File: src/rtl/keylock_sender.sv
// keylock_sender: two-beat digit frame transmitter for the keylock link.
// Three data lines plus a strobe, with registered outputs throughout.
module keylock_sender #(
  parameter int unsigned SETUP_CYCLES  = 2,
  parameter int unsigned STROBE_CYCLES = 2,
  parameter int unsigned HOLD_CYCLES   = 1
) (
  input  logic       hwclk,
  input  logic       reset,
  input  logic [3:0] num,
  input  logic       enabled,
  output logic       out0,
  output logic       out1,
  output logic       out2,
  output logic       controlOut,
  output logic       active,
  output logic       done
);

  typedef enum logic [2:0] {
    IDLE   = 3'd0,
    SETUP  = 3'd1,
    STROBE = 3'd2,
    HOLD   = 3'd3,
    DONE   = 3'd4
  } state_t;

  localparam logic [7:0] SETUP_LAST  = 8'(SETUP_CYCLES - 1);
  localparam logic [7:0] STROBE_LAST = 8'(STROBE_CYCLES - 1);
  localparam logic [7:0] HOLD_LAST   = 8'(HOLD_CYCLES - 1);

  state_t     state_q, state_d;
  logic [7:0] cnt_q, cnt_d;
  logic       beat_q, beat_d;
  logic [3:0] n_q, n_d;
  logic       armed_q, armed_d;
  logic [2:0] data_q, data_d;
  logic       ctrl_q, ctrl_d;
  logic       active_q, active_d;
  logic       done_q, done_d;
  logic [2:0] sym;

  always_comb begin
    state_d = state_q;
    cnt_d   = cnt_q + 8'd1;
    beat_d  = beat_q;
    n_d     = n_q;
    armed_d = armed_q;
    unique case (state_q)
      IDLE: begin
        cnt_d = 8'd0;
        if (enabled && armed_q) begin
          n_d     = num;
          armed_d = 1'b0;
          beat_d  = 1'b0;
          state_d = SETUP;
        end else if (!enabled) begin
          armed_d = 1'b1;
        end
      end
      SETUP: begin
        if (cnt_q == SETUP_LAST) begin
          cnt_d   = 8'd0;
          state_d = STROBE;
        end
      end
      STROBE: begin
        if (cnt_q == STROBE_LAST) begin
          cnt_d   = 8'd0;
          state_d = HOLD;
        end
      end
      HOLD: begin
        if (cnt_q == HOLD_LAST) begin
          cnt_d = 8'd0;
          if (!beat_q) begin
            beat_d  = 1'b1;
            state_d = SETUP;
          end else begin
            state_d = DONE;
          end
        end
      end
      DONE: begin
        cnt_d   = 8'd0;
        state_d = IDLE;
      end
      default: begin
        cnt_d   = 8'd0;
        state_d = IDLE;
      end
    endcase

    // Outputs decode the next state so they are registered yet cycle-exact
    sym      = beat_d ? {^n_d, 1'b1, n_d[3]} : n_d[2:0];
    active_d = (state_d == SETUP) || (state_d == STROBE)
            || (state_d == HOLD);
    ctrl_d   = (state_d == STROBE);
    done_d   = (state_d == DONE);
    data_d   = active_d ? sym : 3'b000;
  end

  always_ff @(posedge hwclk) begin
    if (reset) begin
      state_q  <= IDLE;
      cnt_q    <= 8'd0;
      beat_q   <= 1'b0;
      n_q      <= 4'd0;
      armed_q  <= 1'b0;
      data_q   <= 3'b000;
      ctrl_q   <= 1'b0;
      active_q <= 1'b0;
      done_q   <= 1'b0;
    end else begin
      state_q  <= state_d;
      cnt_q    <= cnt_d;
      beat_q   <= beat_d;
      n_q      <= n_d;
      armed_q  <= armed_d;
      data_q   <= data_d;
      ctrl_q   <= ctrl_d;
      active_q <= active_d;
      done_q   <= done_d;
    end
  end

  assign out0       = data_q[0];
  assign out1       = data_q[1];
  assign out2       = data_q[2];
  assign controlOut = ctrl_q;
  assign active     = active_q;
  assign done       = done_q;

endmodule

File: config.mk
export PLATFORM = sky130hd
export DESIGN_NAME = keylock_sender
export DESIGN_NICKNAME = d
export VERILOG_FILES = /design/src/rtl/keylock_sender.sv
export SDC_FILE = /design/constraint.sdc
export NUM_CORES = 1
export LEC_CHECK = 0
export CAP_MARGIN = 20
export CORE_UTILIZATION = 52
export CTS_CLUSTER_DIAMETER = 200
export CTS_CLUSTER_SIZE = 40
export DETAILED_ROUTE_END_ITERATION = 16
export PLACE_DENSITY = 0.76
export SETUP_SLACK_MARGIN = 0.15
export SYNTH_ARGS = -nofsm -noshare
export SYNTH_HDL_FRONTEND = slang
export SYNTH_SLANG_ARGS = --single-unit
File: constraint.sdc
create_clock -name hwclk -period 2.45 [get_ports hwclk]
set_input_delay 0.245 -clock hwclk [delete_from_list [all_inputs] [get_ports hwclk]]
set_output_delay 0.245 -clock hwclk [all_outputs]
set_load 0.02 [all_outputs]
==> summary.md <==
| Metric | Value |
|---|---|
| Outcome | completed |
| RSZ-0062 raised after global routing | false |
| Hold Crit Depth | 1 |
| Cell area after synthesis | around 1000 um2 |
| Post-synth ARST share | 0 |
| I/O Buffers | 12 |
| Synth Register Bits | 23 |
| Bufs and invs on worst path | 0 |
| # resized after CTS | 0 |
| PD cells | 526 nW/um2 |
| Combinational group share of total power | 0.100 |
| Worst-path clk slew | 120 ps |
| DIE AREA | 2100 um2 |
| Met2 wire length | approximately 900 um |
| Initial drt markers | 13 |
| Initial Utilization | 0.567 |
| Worst path arrival time | 2200 ps |
| Min-Delay Endpoint | cnt_q[0] |
| Area grow syn2layout | 17.8% |
| Drt drc | 0 |
| HP Class | reg -> reg |
| Post-synth EDFFs | 0 |
| TritonCTS clock tree | yes |
| Adder-cell share of the synthesized area | 0.0375 |
| First-pass GRT wire length | ~2900 um |
| CTS Buffer Depth | 2 |
| Row cnt | 15 |
| Mapped Cells | 103 |
| Worst setup EP type | register |
| Worst Setup Path Type | reg -> reg |
| Post-Route Skew | 2.76 ps |
| Critical Path Slowest Stage Cell | or4_4 |
| Layout cells sized above 1 | 0.0932 |
| Mapped Nets | 113 |
| Via count | 756 |
| Switching Fraction | 0.227 |
| R2R cell count | 5 |
| Final WL | 1830 um |
| Setup TNS | 0 ps |
| Final Setup Violations | 0 |
| Top Layer Used | met4 |
| Most frequent cells in the layout | dfxtp_1, nor2_1, clkdlybuf4s50_1 |
| Setup bufs post-CTS | 0 |
| Worst-Margin Slew | 363 ps |
| I/O pin count | 13 |
| Number of max-cap violations | 0 |
| Clock power share | 0.272 |
| CTS root buf | clkbuf_4 |
| DR vias/cell | 5.29 |
| Crit-path leading delay family | simple AND/OR/NAND/NOR gates |
| Crit path launch | cnt_q[2] |
| XOR/XNOR Fraction of Synth Area | 0.0876 |
| H-Tree Depth | 1 |
| Switching Power | 141 uW |
| Fin. Hold Viols | 0 |
| Clock latency on the worst-skew pair | 300 ps |
| Maximum vdd ir drop | approximately 0.29 mV |
| Overall Global Routing Usage | 0.194 |
| Vias in the first global route | 671 |
| Metal1 wirelength | 847 um |
| CTS sink count | 23 |
| Routed length per instance | 12.8 um |
| Req. time, crit path | 2660 ps |
| Post-synthesis compound-gate area fraction | 0.0701 |
| Reg-to-reg endpoint | data_q[2] |
| CORE AREA | 1760 um2 |
| Max incr delay on CP | roughly 600 ps |
| Worst rel slew slack | 0.756 |
| Final Cycle Share | 0.811 |
| Commonest non-fill, non-tap cell in the layout | dfxtp_1 |
| Placer Congestion | 0.820 |
| Cell taking the most area after synthesis | dfxtp_1 |
| Cells after DPL | 139 |
| Tmin final | about 2000 ps |
| Final Max Tran Viols | 0 |
| Setup crit start kind | register |
| Antenna violations before repair | 0 |
| Sequential power share | 0.628 |
| Fin nets | 129 |
| Most used DFF post-synth | dfxtp_1 |
| Reg2Reg Launch Point | cnt_q[2] |
| Ant. Diodes | 0 |
| Avg Synthesized Cell Area | 9.71 um2 |
| Cell variety after synth | 30 |
| Post-synthesis mux area share | 0.0601 |
| Crit-path max FO | 6 |
| Largest cells by area after synthesis | dfxtp_1, nor2_1, mux2i_1 |
| Cts hold-fix bufs | 0 |
| Leakage power | 0.457 nW |
| Largest family of logic cells by synthesized area | simple AND/OR/NAND/NOR gates |
| Post-synthesis simple-gate area fraction | 0.262 |
| Crit path cell chain | or4_4 -> nor4_4 -> a21oi_2 -> or3_1 -> and3_1 |
| Die Span Y | 45.8 um |
| Total grt overflow | 0 |
| Yosys top cell area share | 0.461 |
| Antenna violation net count after detailed routing | 0 |
| Total CTS buffers | 3 |
| Seq/Total Area, Yosys | 0.461 |
| Fmax | approximately 500 MHz |
| Worst R2R Setup Slack | 460 ps |
| P_int | roughly 480 uW |
| Die Wd | 45.8 um |
| Final HPWL DP | 1330 um |
| Pre-antenna DRT Iters | 4 |
| Met3 wire len | about 65 um |
| Hold_sp | cnt_q[0] |
| Synth warn | 0 |
| Largest net degree at the start of global routing | 13 |
| Finished Layout Cells | 143 |
state kept, by name, indices dropped and copies added, names as in the netlist:
name,cells
armed_q,1
beat_q,1
state_q,3
active,1
n_q,4
controlOut,1
done,1
cnt_q,8
data_q,3
how the worst max path moves through the flow:
stage                endpoint  depth (start not counted)
global placement    data_q[2]                          5
floorplan           data_q[2]                          5
finish              data_q[2]                          5
CTS                 data_q[1]                          6
global route        data_q[1]                          6
detailed placement  data_q[1]                          6
cells in the mapped netlist (2+ instances only):
cell type and number:
a211oi_1 3, a21oi_1 2, and3_1 3, clkbuf_1 2, dfxtp_1 23, ha_1 3, inv_1 4, mux2i_1 6
nand2_1 2, nand3_1 5, nand4b_1 2, nor2_1 19, nor3_1 3, or3_1 2, xnor2_1 5, xor2_1 5
power by group through the flow:
| stage | combinational (mW) | sequential (mW) | clock, mW |
|---|---|---|---|
| 4_1_cts | 0.0625 | 0.389 | 0.174 |
| 3_3_place_gp | 0.0605 | 0.397 | 0 |
| 2_1_floorplan | 0.0363 | 0.399 | 0 |
| 6_report | 0.0617 | 0.389 | 0.169 |
| 3_5_place_dp | 0.0624 | 0.397 | 0 |
| 5_1_grt | 0.0684 | 0.390 | 0.185 |
kinds of logic after synthesis:
family / after synthesis
XOR/XNOR: 10
adder cells (fa/ha/maj): 3
AND/OR/NAND/NOR: 45
flip-flops: 23
multiplexers: 6
AO/OA/AOI/OAI: 10
buffers and inverters: 6
metal layers:
layer	track usage	vias to the layer above
li1	-	390
met1	0.259	346
met2	0.299	14
met3	0.0437	6
met4	0.0824	0
met5	0	-
area by class of cell:
cell class              instances  area (um2)
clock buffers                   4        26.3
fillers                       147         587
inverters                       4        15.0
multi-input cells              74         517
flip-flops and latches         23         460
well taps                      25        31.3
repair buffers                 13         128
per-stage QoR:
| step | worst slack (ps) | cell area (um2) | hold WS (ps) | power (mW) | util |
|---|---|---|---|---|---|
| 3_5_place_dp | 493 | 1150 | 500 | 0.460 | 0.652 |
| 5_1_grt | 286 | 1180 | 551 | 0.644 | 0.667 |
| 4_1_cts | 455 | 1180 | 529 | 0.625 | 0.667 |
| 2_1_floorplan | 623 | 1000 | 337 | 0.435 | - |
| 3_3_place_gp | 519 | 1150 | 486 | 0.458 | 0.652 |
| 6_report | 463 | 1180 | 523 | 0.619 | 0.667 |
Note: power is estimated with default switching activity, not from simulation.
